### config.mk
export PLATFORM = sky130hd
export DESIGN_NAME = tictactoe_game_ctrl_flat
export DESIGN_NICKNAME = d
export VERILOG_FILES = /design/src/rtl/tictactoe_game_ctrl_if.sv /design/src/rtl/tictactoe_game_ctrl.sv /design/src/flat_wrapper.sv
export SDC_FILE = /design/constraint.sdc
export NUM_CORES = 1
export LEC_CHECK = 0
export BUFFER_PORTS_ARGS = -buffer_cell sky130_fd_sc_hd__buf_2
export CAP_MARGIN = 20
export CORE_MARGIN = 3
export CORE_UTILIZATION = 40
export CTS_CLUSTER_DIAMETER = 120
export CTS_CLUSTER_SIZE = 25
export DETAILED_ROUTE_END_ITERATION = 8
export PLACE_DENSITY = 0.66
export RECOVER_POWER = 100
export SLEW_MARGIN = 30
export SYNTH_ARGS = -nofsm -noshare
export SYNTH_HDL_FRONTEND = slang
export SYNTH_SLANG_ARGS = --single-unit
### constraint.sdc
create_clock -name Clock -period 6.7 [get_ports Clock]
set_input_delay 0 -clock Clock [delete_from_list [all_inputs] [get_ports Clock]]
set_output_delay 0 -clock Clock [all_outputs]
set_load 0.01 [all_outputs]
### src/rtl/tictactoe_game_ctrl_if.sv
// Move request/response handshake between a player front-end and the
// tic-tac-toe game controller.
interface tictactoe_game_ctrl_if;
    logic       iMoveValid;
    logic [1:0] iMoveRow;
    logic [1:0] iMoveCol;
    logic       oMoveReady;
    logic       oMoveAccept;
    logic       oMoveReject;

    modport master (output iMoveValid, iMoveRow, iMoveCol,
                    input  oMoveReady, oMoveAccept, oMoveReject);
    modport slave  (input  iMoveValid, iMoveRow, iMoveCol,
                    output oMoveReady, oMoveAccept, oMoveReject);
endinterface

### src/rtl/tictactoe_game_ctrl.sv
// Tic-tac-toe game controller: move legality check, board update, serial line scan.
// Optional TTT_SCORE_EN adds per-player win counters (oScoreX/oScoreO).
module tictactoe_game_ctrl (
    input  logic                        Clock,
    input  logic                        Reset,
    tictactoe_game_ctrl_if.slave        mv,
    input  logic                        iNewGame,
    output logic [0:17]                 oSymVector,
    output logic                        oTurn,
    output logic                        oWinFlag,
    output logic [1:0]                  oWinner,
    output logic                        oDrawFlag,
    output logic [3:0]                  oMoveCount
`ifdef TTT_SCORE_EN
    ,
    output logic [3:0]                  oScoreX,
    output logic [3:0]                  oScoreO
`endif
);
    localparam logic [1:0] SYM_E = 2'b00;
    localparam logic [1:0] SYM_X = 2'b01;
    localparam logic [1:0] SYM_O = 2'b10;

    typedef enum logic [2:0] {IDLE, CHECK, SCAN, WIN, DRAW} state_e;

    state_e           state_q;
    logic [8:0][1:0]  board_q;
    logic [1:0]       row_q, col_q;
    logic [2:0]       idx_q, hidx_q;
    logic             hit_q, hvld_q;
    logic             turn_q, win_q, draw_q;
    logic [1:0]       winner_q;
    logic [3:0]       cnt_q;
    logic             ready_q, acc_q, rej_q;
`ifdef TTT_SCORE_EN
    logic [3:0]       score_x_q, score_o_q;
`endif

    logic [1:0] mover_d;
    logic       rc_ok_d, tgt_free_d, line_hit_d;
    logic [3:0] tgt_idx_d;

    // Cell number (3*row+col) of the j-th cell of scan line idx.
    function automatic logic [3:0] line_cell(input logic [2:0] idx, input logic [1:0] j);
        logic [3:0] jj;
        logic [3:0] ii;
        jj = {2'b00, j};
        ii = {1'b0, idx};
        case (idx)
            3'd0, 3'd1, 3'd2: line_cell = ii * 4'd3 + jj;
            3'd3, 3'd4, 3'd5: line_cell = (ii - 4'd3) + jj * 4'd3;
            3'd6:             line_cell = jj * 4'd4;
            default:          line_cell = 4'd2 + jj * 4'd2;
        endcase
    endfunction

    always_comb begin
        mover_d    = turn_q ? SYM_O : SYM_X;
        rc_ok_d    = (row_q != 2'd3) && (col_q != 2'd3);
        tgt_idx_d  = rc_ok_d ? ({2'b00, row_q} * 4'd3 + {2'b00, col_q}) : 4'd0;
        tgt_free_d = rc_ok_d && (board_q[tgt_idx_d] == SYM_E);
        line_hit_d = 1'b1;
        for (int j = 0; j < 3; j++)
            if (board_q[line_cell(idx_q, 2'(j))] != mover_d) line_hit_d = 1'b0;
    end

    // The line compare is registered, so each SCAN decision acts on the
    // line fetched one cycle earlier; the last decision lands 10 edges after sampling.
    always_ff @(posedge Clock) begin
        if (!Reset) begin
            state_q   <= IDLE;
            board_q   <= '0;
            row_q     <= 2'd0;
            col_q     <= 2'd0;
            idx_q     <= 3'd0;
            hidx_q    <= 3'd0;
            hit_q     <= 1'b0;
            hvld_q    <= 1'b0;
            turn_q    <= 1'b0;
            win_q     <= 1'b0;
            draw_q    <= 1'b0;
            winner_q  <= SYM_E;
            cnt_q     <= 4'd0;
            ready_q   <= 1'b0;
            acc_q     <= 1'b0;
            rej_q     <= 1'b0;
`ifdef TTT_SCORE_EN
            score_x_q <= 4'd0;
            score_o_q <= 4'd0;
`endif
        end else begin
            acc_q <= 1'b0;
            rej_q <= 1'b0;
            if (iNewGame) begin
                state_q  <= IDLE;
                board_q  <= '0;
                hvld_q   <= 1'b0;
                turn_q   <= 1'b0;
                win_q    <= 1'b0;
                draw_q   <= 1'b0;
                winner_q <= SYM_E;
                cnt_q    <= 4'd0;
                ready_q  <= 1'b1;
            end else begin
                case (state_q)
                    IDLE: begin
                        ready_q <= 1'b1;
                        if (ready_q && mv.iMoveValid) begin
                            row_q   <= mv.iMoveRow;
                            col_q   <= mv.iMoveCol;
                            ready_q <= 1'b0;
                            state_q <= CHECK;
                        end
                    end
                    CHECK: begin
                        if (tgt_free_d) begin
                            board_q[tgt_idx_d] <= mover_d;
                            cnt_q   <= cnt_q + 4'd1;
                            acc_q   <= 1'b1;
                            idx_q   <= 3'd0;
                            hvld_q  <= 1'b0;
                            state_q <= SCAN;
                        end else begin
                            rej_q   <= 1'b1;
                            ready_q <= 1'b1;
                            state_q <= IDLE;
                        end
                    end
                    SCAN: begin
                        hit_q  <= line_hit_d;
                        hidx_q <= idx_q;
                        hvld_q <= 1'b1;
                        idx_q  <= idx_q + 3'd1;
                        if (hvld_q && hit_q) begin
                            win_q    <= 1'b1;
                            winner_q <= mover_d;
                            state_q  <= WIN;
`ifdef TTT_SCORE_EN
                            if (!turn_q) begin
                                if (score_x_q != 4'hF) score_x_q <= score_x_q + 4'd1;
                            end else begin
                                if (score_o_q != 4'hF) score_o_q <= score_o_q + 4'd1;
                            end
`endif
                        end else if (hvld_q && hidx_q == 3'd7) begin
                            if (cnt_q == 4'd9) begin
                                draw_q  <= 1'b1;
                                state_q <= DRAW;
                            end else begin
                                turn_q  <= ~turn_q;
                                ready_q <= 1'b1;
                                state_q <= IDLE;
                            end
                        end
                    end
                    default: ready_q <= 1'b0;
                endcase
            end
        end
    end

    always_comb begin
        oSymVector = '0;
        for (int k = 0; k < 9; k++) oSymVector[2*k +: 2] = board_q[k];
    end

    assign mv.oMoveReady  = ready_q;
    assign mv.oMoveAccept = acc_q;
    assign mv.oMoveReject = rej_q;
    assign oTurn          = turn_q;
    assign oWinFlag       = win_q;
    assign oWinner        = winner_q;
    assign oDrawFlag      = draw_q;
    assign oMoveCount     = cnt_q;
`ifdef TTT_SCORE_EN
    assign oScoreX        = score_x_q;
    assign oScoreO        = score_o_q;
`endif
endmodule

### src/flat_wrapper.sv
// flat-port wrapper written by rule: the top's interface ports become plain ports
module tictactoe_game_ctrl_flat 
  (Clock, Reset, iNewGame, oSymVector, oTurn, oWinFlag, oWinner, oDrawFlag, oMoveCount, mv_iMoveValid, mv_iMoveRow, mv_iMoveCol, mv_oMoveReady, mv_oMoveAccept, mv_oMoveReject);
  tictactoe_game_ctrl_if mv_i ();
  input  logic Clock;
  input  logic Reset;
  input  logic iNewGame;
  output logic [0:17] oSymVector;
  output logic oTurn;
  output logic oWinFlag;
  output logic [1:0] oWinner;
  output logic oDrawFlag;
  output logic [3:0] oMoveCount;
  input wire logic [$bits(mv_i.iMoveValid)-1:0] mv_iMoveValid;
  input wire logic [$bits(mv_i.iMoveRow)-1:0] mv_iMoveRow;
  input wire logic [$bits(mv_i.iMoveCol)-1:0] mv_iMoveCol;
  output wire logic [$bits(mv_i.oMoveReady)-1:0] mv_oMoveReady;
  output wire logic [$bits(mv_i.oMoveAccept)-1:0] mv_oMoveAccept;
  output wire logic [$bits(mv_i.oMoveReject)-1:0] mv_oMoveReject;
  assign mv_i.iMoveValid = mv_iMoveValid;
  assign mv_i.iMoveRow = mv_iMoveRow;
  assign mv_i.iMoveCol = mv_iMoveCol;
  assign mv_oMoveReady = mv_i.oMoveReady;
  assign mv_oMoveAccept = mv_i.oMoveAccept;
  assign mv_oMoveReject = mv_i.oMoveReject;
  tictactoe_game_ctrl u_core (.Clock(Clock), .Reset(Reset), .mv(mv_i), .iNewGame(iNewGame), .oSymVector(oSymVector), .oTurn(oTurn), .oWinFlag(oWinFlag), .oWinner(oWinner), .oDrawFlag(oDrawFlag), .oMoveCount(oMoveCount));
endmodule
# Word-level counts from Yosys, hierarchy flattened
# Index checks and enable logic that the tools add are counted.
[totals]
elab_cells = 130
output_inout_bits = 30
ff_bits = 45
inputBits = 8
[classes]
mux = 38
n_reduce_logical = 25
multipliers = 2
bitwise_logic = 6
add_sub_neg = 8
eq_ne = 22
order_cmp = 5
[op_table]
columns = ["cell", "n"]
rows = [
  ["binary-select mux 2 bit (select 4 bit)", 4],
  ["case mux 4 bit (3 select lines)", 2],
  ["less-than comparator 4 x 5 -> 1 bit, second input constant", 4],
  ["bitwise mux 18 bit", 1],
  ["two-way mux 3 bit", 5],
  ["two-way mux 2 bit", 7],
  ["equality test 3 bit, second input constant", 4],
  ["two-way mux 1 bit", 12],
  ["AND reduction 4 bit", 3],
  ["equality test 3 x 2 -> 1 bit, second input constant", 3],
  ["inequality test 3 bit, second input constant", 3],
  ["case mux 3 bit (3 select lines)", 1],
  ["AND reduction 3 bit", 3],
  ["OR reduction 3 bit", 3],
  ["adder 4 x 1 -> 4 bit, second input constant", 2],
  ["adder 4 x 2 -> 4 bit, second input constant", 2],
  ["demux 2 bit (select 4 bit)", 1],
  ["case mux 4 bit (2 select lines)", 1],
  ["AND reduction 2 bit", 4],
  ["equality test 3 x 1 -> 1 bit, second input constant", 2],
  ["logical AND 1 bit", 6],
  ["zero test 3 bit", 2],
  ["inequality test 2 bit", 3],
  ["NOT 1 bit", 6],
  ["other kinds (20)", 22],
]

# Logic depth before layout (Yosys ltp)
# Gate-level depths: netlist of the first run.
[logic_depth]
ltp_word = 10
mapped_depth = 14
ltp_nobuf = 13

# Worst setup path before layout of the first run
# OpenSTA, ideal clock, no wires.
[synth_path]
kind = "register to register"
start = "reg u_core.idx_q[0]"
end = "reg u_core.hit_q"
path_buffers = 2
stages_incl_launch_ff = 15
setup_time_ps = 73
synth_period_minus_slack_ps = 3339
setup_slack_ps = 3361
arrival_ps = 3265
path_cell_list = "dfxtp_1 buf_6 inv_1 ha_1 buf_2 inv_1 ha_1 and4b_1 a2111oi_0 nor3_1 nor4b_4 a221o_1 o211ai_1 or4_1 o211ai_2"
[synth_via]
elab_chain_len = 9
[synth_rtl]
columns = ["element", "line_no", "rtl"]
rows = [
  ["from (decl)", "tictactoe_game_ctrl.sv:29", "logic [2:0] idx_q, hidx_q;"],
  ["from (signal assigned)", "tictactoe_game_ctrl.sv:133", "idx_q <= idx_q + 3'd1;"],
  ["branches (longest 8 deep; another with multiplier 3 x 2 -> 4 bit)", "n/a", ""],
  ["two-way mux 1 bit (*)", "tictactoe_game_ctrl.sv:64", "if (board_q[line_cell(idx_q, 2'(j))] != mover_d) line_hit_d = 1'b0;"],
  ["to (signal assigned)", "tictactoe_game_ctrl.sv:130", "hit_q <= line_hit_d;"],
  ["to (decl)", "tictactoe_game_ctrl.sv:30", "logic hit_q, hvld_q;"],
]
# Every way passes the cells marked *. The select of a mux whose other input is x is not followed.
# A chain may end at the register's enable or synchronous reset.

# Worst setup path after layout of the first run
# Ends and elaborated chain as after synthesis.

==> results.py, run 1 <==
metrics = {
    "global_route": {
        "grt_util_met1_pct": 24.9,
        "grt_max_degree": 34,
        "grt_pass1_wl_um": 13400,
        "grt_usage_pct": 18.1,
        "grtUsageMet3_pct": 2.66,
        "gr-max-usage-layer": "met2",
        "met2_usage_pct": 29.1,
        "antenna_found_initial": 0,
        "grt_pass1_vias": 2780,
        "globalRouteOverflowTotal": 0,
    },
    "floorplan": {
        "rows": 32,
        "start_util_pct": 41.7,
        "core_sq_um": 7810,
        "die_w_um": 96.2,
        "pin_count": 38,
        "die_area_sq_um": 9260,
        "die-height_um": 96.2,
    },
    "pwr": {
        "power_density_nw_per_um2": 143,
        "max-vdd-ir-drop_mv": 0.122,
        "total_power_mw": 0.500,
        "leakage_nw": 1.24,
    },
    "drt": {
        "vias": 2977,
        "ant_nets": 0,
        "drt-pass1-iter-count": 5,
        "drt_iter0_drc": 146,
        "drc": 0,
        "wirelength_um": 8000,
        "wire_per_inst_um": 15.3,
        "viasPerCell": 5.69,
    },
    "clock_network": {
        "clockBufferDepth": 2,
        "cts_buffers": 5,
        "ctsResizeCount": 0,
        "cts_htree_levels": 2,
        "hold_buffers": 4,
        "cts_setup_buffers": 0,
        "cts_sinks": 45,
        "clkSlewWorstSetupHoldPaths_ns": 0.09,
        "clockRootBuffer": "clkbuf_8",
        "clk_latency_ns": 0.30,
        "cts_tree": "built",
    },
    "synth": {
        "syn_nets": 423,
        "ys_ff_latch": 45,
        "syn_area_sq_um": 3260,
        "async_flop_share_pct": 0,
        "ys_types": 68,
        "ys_warn_count": 0,
        "synthCells": 397,
        "synth-seq-area-share_pct": 27.7,
        "synthFlopType": "dfxtp_1",
        "synth.avg_cell_area_sq_um": 8.20,
        "synth_edf_count": 0,
    },
    "layout": {
        "final_layout_size_suffix_gt1_share_pct": 8.31,
        "syn_to_final_growth_pct": 7.49,
        "nets": 446,
        "diodes": 0,
        "final_util_pct": 44.8,
        "final_cells": 523,
    },
    "setup_path": {
        "r2r_start": "u_core.idx_q[0]",
        "startpoint_type": "flip-flop",
        "critPathRequiredTime_ns": 6.93,
        "worstSetupPathType": "reg -> reg",
        "critPathMaxFanout": 20,
        "reg2regPathDepth": 12,
        "critPathCaptureType": "flip-flop",
        "rrSetupSlack_ns": 2.56,
        "timing.rr.end": "u_core.hit_q",
        "critical_path_arrival_ns": 4.38,
    },
    "timing": {
        "postLayoutSetupSlackWorst_ns": 2.56,
        "skew_ns": 0.00853,
        "tightest_slew_ns": 1.05,
        "post-route-period-util_pct": 61.8,
        "hold_viol": 0,
        "tns_ns": 0,
        "drv_slew": 0,
        "slew_headroom_pct": 29.1,
        "period_needed_ns": 4.14,
        "setup_viol": 0,
        "rsz0062_at_grt": "false",
        "fmax_ghz": 0.241,
    },
    "placed_design": {
        "routabilityCongestion": 0.877,
        "place_hpwl_um": 5820,
        "io_buffers": 37,
        "pre_cts_ws_ns": 2.77,
        "place_inst": 511,
    },
    "min_path": {
        "hold_depth": 3,
        "hp-start": "mv_iMoveValid",
        "holdCritPathClass": "in -> reg",
        "hold-path-endpoint": "u_core.state_q[0]",
    },
    "run": {
        "drv_cap": 0,
    },
    "outcome": {
        "status": "completed",
    },
}
-- synthesized netlist by cell type (5+ instances only) --
| cell type | instances | area [sq um] |
|---|---|---|
| clkbuf_1 | 10 | 37.5 |
| nor2b_1 | 8 | 50.1 |
| buf_6 | 5 | 56.3 |
| buf_2 | 7 | 35.0 |
| inv_1 | 19 | 71.3 |
| a21oi_1 | 40 | 200 |
| xnor2_1 | 5 | 43.8 |
| nor3_1 | 7 | 35.0 |
| nor2_1 | 54 | 203 |
| nand2_1 | 28 | 105 |
| nand3_1 | 5 | 25.0 |
| dfxtp_1 | 45 | 901 |
| nand2b_1 | 8 | 50.1 |
| ha_1 | 15 | 188 |
| a211oi_1 | 7 | 52.6 |
| o21ai_0 | 10 | 50.1 |
| mux2i_1 | 24 | 240 |
-- cell families (layout without fill, tap and decap cells) --
logic type / count (synthesis) / in the layout / share of synthesized area, %
AOI/OAI and AO/OA: 107 / 107 / 23.0
xor gates and xnor gates: 8 / 8 / 2.15
adders and majority gates: 18 / 18 / 7.61
buffers and inverters: 45 / 69 / 6.95
DFF: 45 / 45 / 27.7
muxes: 28 / 28 / 8.76
and+or+nand+nor: 146 / 146 / 23.9
-- per-stage QoR --
| step | hold WS (ns) | instance area (sq um) |
|---|---|---|
| floorplan | 0.154 | 3260 |
| CTS | 0.0292 | 3570 |
| global route | 0.0597 | 3500 |
| detailed placement | 0.271 | 3420 |
| finish | 0.0402 | 3500 |
| global placement | 0.254 | 3420 |
-- flip-flops by register name, indices dropped and copies added, names as in the netlist --
name                   cells
u_core.col_q               2
u_core.oWinner             2
u_core.state_q             3
u_core.oTurn               1
u_core.mv.oMoveAccept      1
u_core.oSymVector         18
u_core.oMoveCount          4
u_core.idx_q               3
u_core.hit_q               1
u_core.hidx_q              3
u_core.oDrawFlag           1
u_core.mv.oMoveReject      1
u_core.row_q               2
u_core.mv.oMoveReady       1
u_core.hvld_q              1
u_core.oWinFlag            1
-- final cells by class --
class,count,area [sq um]
clock inverter,1,8.76
inverter,20,75.1
clock buffer,7,96.3
timing repair buffer,41,188
tap,102,128
sequential,45,901
fill,816,4310
multi-input combinational,307,2100
-- worst max path at each step --
stage,start,slack (ns),depth (start not counted),to
after floorplan,u_core.idx_q[0],3.36,14,u_core.hit_q
after global placement,u_core.idx_q[0],2.89,11,u_core.hit_q
after detailed placement,u_core.idx_q[0],2.77,12,u_core.hit_q
after CTS,u_core.idx_q[0],2.73,12,u_core.hit_q
after global routing,u_core.idx_q[0],2.20,12,u_core.hit_q
final,u_core.idx_q[0],2.56,12,u_core.hit_q
-- power by group --
group	total, mW	switching, mW	internal, mW	leakage, nW
registers	0.272	0.00266	0.269	0.363
logic	0.0393	0.0240	0.0153	0.822
clock network	0.189	0.0936	0.0953	0.0549
-- worst max-delay path: stages (launching register included) --
cell	delay (ns)
dfxtp_1	0.73
inv_1	0.19
ha_1	0.51
inv_1	0.16
ha_1	0.26
and4b_1	0.30
a2111oi_0	0.08
nor3_1	0.46
nor4b_1	0.46
a221o_1	0.25
o211ai_1	0.08
or4_1	0.50
o211ai_2	0.08
-- layer usage --
layer | wire [um] | up-vias | part of all wire [%]
li1 | - | 1464 | -
met1 | 3630 | 1404 | 45
met2 | 3780 | 98 | 47
met3 | 477 | 11 | 6.0
met4 | 114 | 0 | 1.4
met5 | 0 | - | 0
-- cells in the final DEF (no fill, tap or decap), drive strengths merged, types with 3 or more instances in the layout --
| cell | count |
|---|---|
| o31ai | 4 |
| buf | 7 |
| inv | 21 |
| nand2b | 8 |
| or2 | 5 |
| o2111ai | 3 |
| xnor2 | 5 |
| a2111oi | 3 |
| a21oi | 41 |
| or3 | 3 |
| o221a | 3 |
| mux2 | 4 |
| and3 | 5 |
| dlygate4sd3 | 4 |
| nand2 | 28 |
| a211oi | 10 |
| a21boi | 4 |
| nor3 | 7 |
| nor3b | 4 |
| nor2 | 54 |
| nand4 | 3 |
| o21ai | 11 |
| ha | 15 |
| nand3 | 5 |
| clkbuf | 37 |
| dfxtp | 45 |
| mux2i | 24 |
| fa | 3 |
| o211ai | 5 |
| xor2 | 3 |
| a221oi | 4 |
| nor2b | 8 |
| nor4b | 3 |
No activity file was read; power rests on OpenSTA's default activity.
==> run 2: changes to the inputs <==
--- a/config.mk
+++ b/config.mk
@@ -5,6 +5,7 @@
 export SDC_FILE = /design/constraint.sdc
 export NUM_CORES = 1
 export LEC_CHECK = 0
+export ABC_AREA = 1
 export BUFFER_PORTS_ARGS = -buffer_cell sky130_fd_sc_hd__buf_2
 export CAP_MARGIN = 20
 export CORE_MARGIN = 3
@@ -12,7 +13,7 @@
 export CTS_CLUSTER_DIAMETER = 120
 export CTS_CLUSTER_SIZE = 25
 export DETAILED_ROUTE_END_ITERATION = 8
-export PLACE_DENSITY = 0.66
+export PLACE_DENSITY = 0.67
 export RECOVER_POWER = 100
 export SLEW_MARGIN = 30
 export SYNTH_ARGS = -nofsm -noshare
==> constraint.sdc (replaced) <==
create_clock -name Clock -period 4 [get_ports Clock]
set_input_delay 0 -clock Clock [delete_from_list [all_inputs] [get_ports Clock]]
set_output_delay 0 -clock Clock [all_outputs]
set_load 0.01 [all_outputs]
==> run 2 against run 1 <==
  * Routed wire length rose by 1.8%
  * Non-clock buffer count fell by 3
  * Largest power group unchanged
  * Hold slack got worse by 0.027 ns
  * First-iteration DRC count rose by 24%
  * Synthesized area fell by 5.4%
  * Largest cell class unchanged
  * Core utilization rose by 1.3 points
  * Flip-flop and latch count did not move
  * Register-to-register slack got worse by 1.9 ns
==> results.py, run 2 <==
metrics = {
    "timing": {
        "hold_viol": 0,
        "skew_ns": 0.00757,
        "rsz0062_at_grt": "false",
        "postLayoutSetupSlackWorst_ns": 0.691,
        "tightest_slew_ns": 0.765,
        "setup_viol": 0,
        "tns_ns": 0,
        "drv_slew": 0,
        "period_needed_ns": 3.31,
        "post-route-period-util_pct": 82.7,
        "slew_headroom_pct": 48.9,
        "fmax_ghz": 0.302,
        "hold_ws_ns": 0.0137,
    },
    "synth": {
        "synthTopCellsByCount": "nand2_1 (111), nand3_1 (80), inv_1 (72)",
        "synthCells": 483,
        "ys_top_cells_by_area": "dfxtp_1 (29%), nand2_1 (14%), nand3_1 (13%)",
        "async_flop_share_pct": 0,
        "yosys.area.top_type": "dfxtp_1",
        "synthFlopType": "dfxtp_1",
        "synth_top_area_share_pct": 29.2,
        "synth.avg_cell_area_sq_um": 6.38,
        "syn_area_sq_um": 3080,
        "ys_types": 33,
        "synth_edf_count": 0,
        "syn_nets": 509,
        "synth-seq-area-share_pct": 29.2,
        "ys_warn_count": 0,
        "post-synth-top-count-cell": "nand2_1",
        "ys_ff_latch": 45,
    },
    "clock_network": {
        "clockRootBuffer": "clkbuf_8",
        "cts_htree_levels": 2,
        "cts_buffers": 5,
        "clk_latency_ns": 0.31,
        "hold_buffers": 1,
        "clockBufferDepth": 2,
        "cts_setup_buffers": 0,
        "ctsResizeCount": 0,
        "clkSlewWorstSetupHoldPaths_ns": 0.09,
        "cts_tree": "built",
        "cts_sinks": 45,
    },
    "placed_design": {
        "io_buffers": 37,
        "pre_cts_ws_ns": 0.708,
        "place_hpwl_um": 6440,
        "routabilityCongestion": 0.954,
    },
    "setup_path": {
        "rrSetupSlack_ns": 0.69,
        "cp_common_cell": "inv_1",
        "worstSetupPathType": "reg -> reg",
        "startpoint_type": "flip-flop",
        "critical_path_buf_inv_count": 3,
        "critPathCaptureType": "flip-flop",
        "critPathMaxFanout": 22,
        "critical_path_arrival_ns": 3.51,
        "critical_path.top_delay_family": "simple AND/OR/NAND/NOR gates",
        "critPathRequiredTime_ns": 4.20,
        "critPathSlowestCell": "nor2_2",
        "max_stage_delay_ns": 0.59,
        "critical_path.cell_chain": "inv_1 > fa_1 > inv_1 > ha_1 > fa_1 > inv_1 > nor2_1 > nand3_1 > nand3_1 > nand2_1 > nor2_2 > nand2_1 > o21ai_0 > nor2_1",
    },
    "drt": {
        "vias": 3251,
        "viasPerCell": 5.25,
        "drc": 0,
        "ant_nets": 0,
        "wire_per_inst_um": 13.2,
        "drt-pass1-iter-count": 5,
        "drt_iter0_drc": 181,
        "wirelength_um": 8140,
    },
    "layout": {
        "final_cell_mix": "nand2_1 (111), nand3_1 (80), inv_1 (72)",
        "seq_area_sq_um": 901,
        "layout_commonest_cell": "nand2_1",
        "nets": 545,
        "diodes": 0,
        "multiInputGateArea_sq_um": 1840,
        "syn_to_final_growth_pct": 10.4,
        "fill_cells": 838,
        "final_layout_size_suffix_gt1_share_pct": 5.58,
        "largest_register_ffs": 18,
    },
    "outcome": {
        "status": "completed",
    },
    "pwr": {
        "max-vdd-ir-drop_mv": 0.260,
        "total_power_mw": 0.854,
        "power_density_nw_per_um2": 251,
        "leakage_nw": 1.47,
    },
    "global_route": {
        "globalRouteOverflowTotal": 0,
        "antenna_found_initial": 0,
        "grt_usage_pct": 19.0,
        "grt_pass1_vias": 2927,
        "grt_pass1_wl_um": 13700,
        "grt_max_degree": 26,
    },
    "floorplan": {
        "rows": 31,
        "start_util_pct": 41.8,
        "die-height_um": 93.8,
        "die_w_um": 93.8,
        "die_area_sq_um": 8790,
        "pin_count": 38,
        "core_sq_um": 7370,
    },
    "run": {
        "drv_cap": 0,
    },
    "min_path": {
        "holdCritPathClass": "in -> reg",
    },
}
-- run 2: cell types whose count changed after synthesis, moves of 8 or more --
| cell | previous run | this run |
|---|---|---|
| nand2b_1 | 8 | 0 |
| nand3_1 | 5 | 80 |
| mux2i_1 | 24 | 0 |
| nor2_1 | 54 | 41 |
| nand2_1 | 28 | 111 |
| inv_1 | 19 | 72 |
| nor2b_1 | 8 | 0 |
-- run 2: power by group --
| group | switching (mW) | internal, mW |
|---|---|---|
| combinational | 0.0755 | 0.0324 |
| sequential | 0.00577 | 0.454 |
| clock | 0.164 | 0.123 |
-- run 2: layer usage --
metal | part of all wire [%] | global-route usage, % | vias to the layer above
met2 | 47 | 31.5 | 109
li1 | - | - | 1645
met1 | 45 | 25.8 | 1481
met3 | 5.7 | 2.56 | 16
met4 | 1.7 | 5.42 | 0
met5 | 0 | 0 | -
-- run 2: through the flow --
step / instance area [sq um] / util (%) / std cells
2_1_floorplan: 3080 / - / 483
4_1_cts: 3440 / 46.6 / 619
3_3_place_gp: 3340 / 45.3 / 610
6_report: 3400 / 46.1 / 619
5_1_grt: 3400 / 46.1 / 619
3_5_place_dp: 3340 / 45.3 / 610
-- run 2: worst register-to-register path, cell delays in order, from the launching register on --
cell and delay [ns]:
dfxtp_1 0.38, inv_1 0.09, fa_1 0.50, inv_1 0.04, ha_1 0.21, fa_1 0.52, inv_1 0.04, nor2_1 0.16
nand3_1 0.10, nand3_1 0.10, nand2_1 0.08, nor2_2 0.59, nand2_1 0.16, o21ai_0 0.18, nor2_1 0.05
-- run 2: cells by family (layout without fill, tap and decap cells) --
kind of cell    Yosys count  after routing  share of synthesized area (%)
simple gates            255            255                           36.9
buf+inv                  84            121                           10.9
compound gates           75             75                           13.2
fa+ha+maj                18             18                           8.04
flops                    45             45                           29.2
xor+xnor                  6              6                           1.71
-- run 2: cell type report --
type	count	share of cell area, %
multi-input cells	354	54.3
flip-flops and latches	45	26.5
inverters	75	8.28
repair buffers	38	4.64
well taps	99	3.64
clock buffers	5	2.02
clock inverters	3	0.662
-- run 2: path summary, 6_finish.rpt --
path,startpoint,endpoint,cells after the start
max,u_core.row_q[0],u_core.oMoveCount[2],14
min,Reset,u_core.hidx_q[2],3
max reg2reg,u_core.row_q[0],u_core.oMoveCount[2],14
min reg2reg,u_core.oDrawFlag,u_core.oDrawFlag,2
